===== config.mk =====
export PLATFORM = sky130hd
export DESIGN_NAME = and_n_sweep
export DESIGN_NICKNAME = d
export VERILOG_FILES = /design/src/rtl/and_n_sweep.sv
export SDC_FILE = /design/constraint.sdc
export NUM_CORES = 1
export LEC_CHECK = 0
export CAP_MARGIN = 20
export CORE_MARGIN = 10
export CORE_UTILIZATION = 44
export DETAILED_ROUTE_END_ITERATION = 8
export GPL_TIMING_DRIVEN = 0
export PLACE_DENSITY = 0.83
export SLEW_MARGIN = 20
export SYNTH_ARGS = -nofsm -noshare
export SYNTH_HDL_FRONTEND = slang
export SYNTH_SLANG_ARGS = --single-unit

===== constraint.sdc =====
create_clock -name clk -period 2.5 [get_ports clk]
set_clock_uncertainty 0.15 [all_clocks]
set_input_delay 0.625 -clock clk [delete_from_list [all_inputs] [get_ports clk]]
set_output_delay 0.625 -clock clk [all_outputs]
set_load 0.02 [all_outputs]

===== src/rtl/and_n_sweep.sv =====
// Exhaustive sweep tester for an external N-input AND/NAND/OR/NOR gate.
// Drives every input vector, samples the gate after a settle window, and records mismatches.
module and_n_sweep #(
  parameter int N      = 3,
  parameter int SETTLE = 2
) (
  input  logic         clk,
  input  logic         rst_n,
  input  logic         start,
  input  logic [1:0]   mode,
  input  logic         dut_y,
  output logic [N-1:0] x,
  output logic         busy,
  output logic         done,
  output logic         pass,
  output logic [N:0]   err_cnt,
  output logic [N-1:0] fail_vec,
  output logic         fail_valid
);

  localparam int CW = (SETTLE > 1) ? $clog2(SETTLE) : 1;
  localparam logic [CW-1:0] CNT_LAST = CW'(SETTLE - 1);

  typedef enum logic [1:0] {
    IDLE   = 2'd0,
    DRIVE  = 2'd1,
    SAMPLE = 2'd2,
    DONE   = 2'd3
  } state_t;

  state_t        state_r;
  state_t        state_s;
  logic [CW-1:0] cnt_r;
  logic [1:0]    mode_r;
  logic          mismatch_s;
  logic [N:0]    err_next_s;

  function automatic logic gate_expect(input logic [1:0] m, input logic [N-1:0] v);
    logic y;
    case (m)
      2'd0:    y = &v;
      2'd1:    y = ~&v;
      2'd2:    y = |v;
      2'd3:    y = ~|v;
      default: y = 1'b0;
    endcase
    return y;
  endfunction

  // Next-state decode
  always_comb begin
    state_s = state_r;
    case (state_r)
      IDLE: begin
        if (start) state_s = DRIVE;
        else       state_s = IDLE;
      end
      DRIVE: begin
        if (cnt_r == CNT_LAST) state_s = SAMPLE;
        else                   state_s = DRIVE;
      end
      SAMPLE: begin
        if (&x) state_s = DONE;
        else    state_s = DRIVE;
      end
      DONE:    state_s = IDLE;
      default: state_s = IDLE;
    endcase
  end

  // Compare the gate against the latched function; dut_y is only looked at in SAMPLE
  always_comb begin
    mismatch_s = 1'b0;
    if (state_r == SAMPLE) begin
      mismatch_s = (dut_y != gate_expect(mode_r, x));
    end else begin
      mismatch_s = 1'b0;
    end
    err_next_s = err_cnt + {{N{1'b0}}, mismatch_s};
  end

  // State, vector and result registers
  always_ff @(posedge clk or negedge rst_n) begin
    if (!rst_n) begin
      state_r    <= IDLE;
      cnt_r      <= {CW{1'b0}};
      mode_r     <= 2'd0;
      x          <= {N{1'b0}};
      busy       <= 1'b0;
      done       <= 1'b0;
      pass       <= 1'b0;
      err_cnt    <= {(N+1){1'b0}};
      fail_vec   <= {N{1'b0}};
      fail_valid <= 1'b0;
    end else begin
      state_r <= state_s;
      busy    <= (state_s == DRIVE) || (state_s == SAMPLE);
      done    <= (state_s == DONE);
      case (state_r)
        IDLE: begin
          if (start) begin
            mode_r     <= mode;
            err_cnt    <= {(N+1){1'b0}};
            fail_vec   <= {N{1'b0}};
            fail_valid <= 1'b0;
            pass       <= 1'b0;
            x          <= {N{1'b0}};
            cnt_r      <= {CW{1'b0}};
          end
        end
        DRIVE: begin
          if (cnt_r == CNT_LAST) cnt_r <= {CW{1'b0}};
          else                   cnt_r <= cnt_r + CW'(1'b1);
        end
        SAMPLE: begin
          err_cnt <= err_next_s;
          if (mismatch_s && !fail_valid) begin
            fail_vec   <= x;
            fail_valid <= 1'b1;
          end
          // pass is resolved here so it is already valid during the done pulse
          if (!(&x)) x    <= x + N'(1'b1);
          else       pass <= (err_next_s == {(N+1){1'b0}});
        end
        DONE:    pass <= pass;
        default: state_r <= IDLE;
      endcase
    end
  end

endmodule

# Word-level counts from Yosys, hierarchy flattened
# Cells that the tools add are included.
dict set report word_totals {
  out_inout_bits 14
  mem_count 0
  mem_bits_rw 0
  latchBits 0
  ff_bits 19
  elab_cells 66
  romBits 0
}
dict set report op_classes {
  n_reduce_logical 18
  n_mul 0
  div_mod_pow 0
  addsub 3
  mux 21
  n_shift 0
  n_bitwise 0
  n_lt_le_gt_ge 0
  n_eq_ne 14
}
# cell n
set ops {}
lappend ops {{$eq 2x2->1 const B} 6}
lappend ops {{$pmux 3 s2} 2}
lappend ops {{$reduce_and 3->1} 4}
lappend ops {{$mux 3} 3}
lappend ops {{$pmux 2 s4} 1}
lappend ops {{$pmux 4 s2} 1}
lappend ops {{$mux 1} 7}
lappend ops {{$eq 2x1->1 const B} 3}
lappend ops {{$pmux 1 s2} 3}
lappend ops {{$reduce_and 2->1} 3}
lappend ops {{$add 4x1->4} 1}
lappend ops {{$logic_not 2->1} 2}
lappend ops {{$logic_not 4->1} 1}
lappend ops {{$mux 2} 2}
lappend ops {{$mux 4} 1}
lappend ops {{$ne 2x1->1 const B} 2}
lappend ops {{$ne 2x2->1 const B} 2}
lappend ops {{$pmux 1 s4} 1}
lappend ops {{$reduce_bool 2->1} 2}
lappend ops {{$add 3x1->3 const B} 1}
lappend ops {{$logic_not 1->1} 3}
lappend ops {{$reduce_or 3->1} 1}
lappend ops {{$add 1x1->1 const B} 1}
lappend ops {{$logic_and 1x1->1} 1}
lappend ops {{2 further kinds} 2}

# Depth between registers and ports, before layout
dict set report depth {
  depth_word 10
  ltp_mapped 10
  ltp_nobuf 10
}

# Least setup slack after synthesis
# No wires, ideal clock.
dict set report synth_timing {
  path_type {register to register}
  from {register x[1]}
  to {register pass}
  setup_ps 104
  t_arrival_ps 2529
  path_stages_with_launch 10
  slack_ps -283
  path_buffers 0
  cell_sequence {dfrtp_1 -> ha_1 -> ha_1 -> nor2_1 -> nor3_2 -> nor3b_1 -> ha_1 -> ha_1 -> or4_1 -> o41ai_2}
}
dict set report synth_via {
  elab_chain_cells 10
}
# element line_no
set synth_lines {}
lappend synth_lines {{start, declared} 12} ;# output logic [N-1:0] x,
lappend synth_lines {{start signal, assigned} 88} ;# x <= {N{1'b0}};
lappend synth_lines {{start signal, assigned} 107} ;# x <= {N{1'b0}};
lappend synth_lines {{start signal, assigned} 122} ;# if (!(&x)) x <= x + N'(1'b1);
lappend synth_lines {{$reduce_or 3->1 or $reduce_and 3->1 (tied branches)} -}
lappend synth_lines {{$logic_not 1->1, on equally long branches} -}
lappend synth_lines {{$pmux 1 s4} 40} ;# case (m)
lappend synth_lines {{$mux 1} 74} ;# if (state_r == SAMPLE) begin
lappend synth_lines {{$ne 1x1->1} 75} ;# mismatch_s = (dut_y != gate_expect(mode_r, x));
lappend synth_lines {{$mux 1} 74}
lappend synth_lines {{$add 4x1->4} 79} ;# err_next_s = err_cnt + {{N{1'b0}}, mismatch_s};
lappend synth_lines {{$logic_not 4->1} 123} ;# else pass <= (err_next_s == {(N+1){1'b0}});
lappend synth_lines {{$mux 1} 122}
lappend synth_lines {{$pmux 1 s2} 99} ;# case (state_r)
lappend synth_lines {{end signal, assigned} 123}
lappend synth_lines {{end signal, assigned} 125} ;# DONE: pass <= pass;
lappend synth_lines {{end, declared} 15} ;# output logic pass,
# Parallel ways exist; a longest one is shown, timed or not. The select of a mux whose other input is x is not followed.
# A chain may end at the register's enable or synchronous reset.

# Final worst setup path
dict set report layout_timing {
  from {register x[0]}
  to {register pass}
}
# The elaborated chain is that of the path after synthesis.

==> results_dict.tcl <==
set metrics [dict create \
    outcome "finished with violations" \
    violations "negative setup slack" \
    die_w_um 67.01 \
    max-vdd-ir-drop_mv 0.6874 \
    rr_worst_depth 9 \
    clock_sinks 19 \
    max_stage_delay_ns 0.52 \
    slowest_stage "or4_4" \
    path_max_fanout 4 \
    rsz0062_at_grt "true" \
    synth_area_leaders "dfrtp_1, ha_1, a22o_1" \
    holdPathEnd "cnt_r$_DFFE_PN0P_" \
    period_share_pct 104.6 \
    final_nets 124 \
    yosysTopAreaCellShare_pct 48.91 \
    syn_inst 81 \
    netlist_area_um2 972.2 \
    num_antenna_cells 0 \
    holdPathStages 1 \
    critPathKind "register to register" \
    fin_cells 138 \
    fmax_mhz 382.3 \
    worstMarginPinSlew_ns 0.8224 \
    hp-start "cnt_r$_DFFE_PN0P_" \
    clockBufferDepth 2 \
    viasPerCell 5.210 \
    setup_tns_ns -0.1159 \
    timing.slew.headroom_pct 45.00 \
    ys_types 28 \
    final-max-slew-violation-count 0 \
    antenna_found_initial 0 \
    initial_core_util_pct 48.08 \
    finalPower_w 0.001398 \
    grt_first_pass_wirelength_um 3615 \
    r2r_end "pass$_DFFE_PN0P_" \
    dp.final_hpwl_um 1551 \
    place.gp.congestion 0.7367 \
    finalCriticalPeriod_ns 2.616 \
    grt_max_degree 20 \
    grt_pass1_vias 796 \
    yosys.area.top_type "dfrtp_1" \
    ys_ff_latch 19 \
    grt-ovfl-total 0 \
    drive_gt1_share_pct 33.33 \
    rows 16 \
    cts_tree "yes" \
    die_y_um 67.01 \
    drtAntennaViolNets 0 \
    r2r_setup_slack_ns -0.12 \
    pre_cts_slack_ns -0.6126 \
    worstSetupStartpointType "register" \
    regToRegStartpoint "x[0]$_DFFE_PN0P_" \
    syn_to_final_growth_pct 39.25 \
    num_vias 719 \
    synth_nets 93 \
    clkTransAtPathRegs_ns 0.10 \
    critPathMostFrequentCell "ha_4" \
    clkLatencyLatePin_ns 0.28 \
    setup_violations 1 \
    fillers 159 \
    seq_area_frac_synth_pct 48.91 \
    critPathCaptureType "register" \
    hold_path_class "register to register" \
    hold_viol 0 \
    cp_data_required_time_ns 2.54 \
    num_io_pins 20 \
    die_area_um2 4490 \
    whs_ns 0.3717 \
    drt-total-wl_um 2128 \
    numPortBuffers 19 \
    grt_usage_pct 10.26 \
    drtIter0Drc 24 \
    power_density_nw_per_um2 1032 \
    cts_buffers 3 \
    htreeDepth 1 \
    core-area_um2 2022 \
    post_drt_wl_per_cell_um 15.42 \
    cts_root_buffer "clkbuf_4" \
    path_cells "inv_2, ha_4, and3b_2, o21ai_2, nor3b_2, ha_2, ha_4, or4_4, o41ai_2" \
    drv_cap 0 \
    layout_setup_ws_ns -0.1159 \
    arrival_ns 2.66 \
    cellLeakagePower_nw 0.6061 \
    avgSynthCellArea_um2 12.00 \
    synth_warnings 0 \
    dp.cells 127 \
    drc 0 \
    hold_buffers 0 \
    firstDrtPassIters 4 \
]
flip-flops by register name, indices dropped and copies added (netlist names), 2 cells and up:
register	count
err_cnt	4
fail_vec	3
mode_r	2
state_r	2
x	3
per-stage QoR:
step                util (%)  instance area, µm²
finish                 66.96                1354
global route           66.96                1354
CTS                    66.58                1346
detailed placement     60.40                1221
global placement       60.40                1221
floorplan                  -               997.2
report_power, final:
part / internal, W / leakage, nW / switching [W]
sequential: 0.000410 / 0.249 / 0.0000869
clock: 0.0000593 / 0.0177 / 0.0000890
combinational: 0.000370 / 0.339 / 0.000382
critical path, delay by kind of cell (launching register included):
kind / cells / cell delay, ns
AO/OA/AOI/OAI: 2 / 0.32
adder cells (fa/ha/maj): 3 / 0.58
buffers and inverters: 1 / 0.07
flip-flops: 1 / 0.43
AND/OR/NAND/NOR: 3 / 0.96
worst max-delay path by stage:
stage                                 from               end  slack, ns
after global routing      x[0]$_DFFE_PN0P_  pass$_DFFE_PN0P_      -0.19
after global placement               dut_y  pass$_DFFE_PN0P_      -0.50
after detailed placement             dut_y  pass$_DFFE_PN0P_      -0.61
after CTS                 x[0]$_DFFE_PN0P_  pass$_DFFE_PN0P_      -0.23
final                     x[0]$_DFFE_PN0P_  pass$_DFFE_PN0P_      -0.12
after floorplan           x[0]$_DFFE_PN0P_  pass$_DFFE_PN0P_      -0.11
Yosys cell counts:
cell	n
o21ai_1	1
o21ai_2	1
buf_2	2
mux2_2	4
o21bai_1	1
xor2_1	1
mux2i_1	4
nor3b_1	1
nor3_1	1
nand3_1	1
nand2_1	5
or4_1	1
a22o_2	2
a22o_1	7
xnor2_1	1
nor2_1	5
nor2b_1	1
dfrtp_1	19
nor3_2	1
o41ai_2	1
nor4b_4	1
ha_1	6
nand2b_1	2
o21ai_0	4
inv_1	4
xnor2_2	1
and3b_1	1
a21o_1	2
cell usage in the layout (no fill, tap or decap), types with 2 or more instances in the layout:
master / instances
o21ai_0: 4
a22o_1: 7
inv_1: 2
nand2_1: 5
nand2b_1: 2
dfrtp_1: 17
dfrtp_2: 2
clkbuf_4: 3
ha_4: 4
mux2_2: 4
a21o_1: 2
nor2_1: 4
buf_2: 2
clkdlybuf4s50_1: 18
buf_4: 7
inv_2: 2
mux2i_1: 4
a22o_2: 2
what timing repair did:
item                       CTS  global route
setup endpoints to repair    2             1
resized for setup           11             0
pin swaps                    6             2
setup buffers                6             1
cells by family (layout without fill, tap and decap cells):
kind of cell | after synthesis | count (layout) | synth area share, %
AOI/OAI and AO/OA | 19 | 19 | 15.83
adders and majority gates | 6 | 6 | 7.722
xor gates and xnor gates | 3 | 3 | 3.476
and+or+nand+nor | 20 | 20 | 12.74
DFF | 19 | 19 | 48.91
buffers and inverters | 6 | 36 | 2.574
muxes | 8 | 8 | 8.751
metal layers:
layer | vias up | wire [µm] | part of all wire (%) | global-route usage (%)
met3 | 4 | 128 | 6.0 | 2.007
met5 | - | 0 | 0 | 0
li1 | 352 | - | - | -
met1 | 347 | 816 | 38 | 10.65
met2 | 16 | 1138 | 53 | 18.84
met4 | 0 | 44 | 2.1 | 5.385
cell type report:
type                            count  area [µm²]  share of cell area [%]
Buffer                              2       10.01                  0.7394
Clock buffer                        3       22.52                   1.664
Clock inverter                      1       5.005                  0.3697
Inverter                            4       15.01                   1.109
Multi-Input combinational cell     56       548.0                   40.48
Sequential cell                    19       478.0                   35.30
Tap cell                           27       33.78                   2.495
Timing Repair Buffer               26       241.5                   17.84
(Power assumes the default switching activity.)
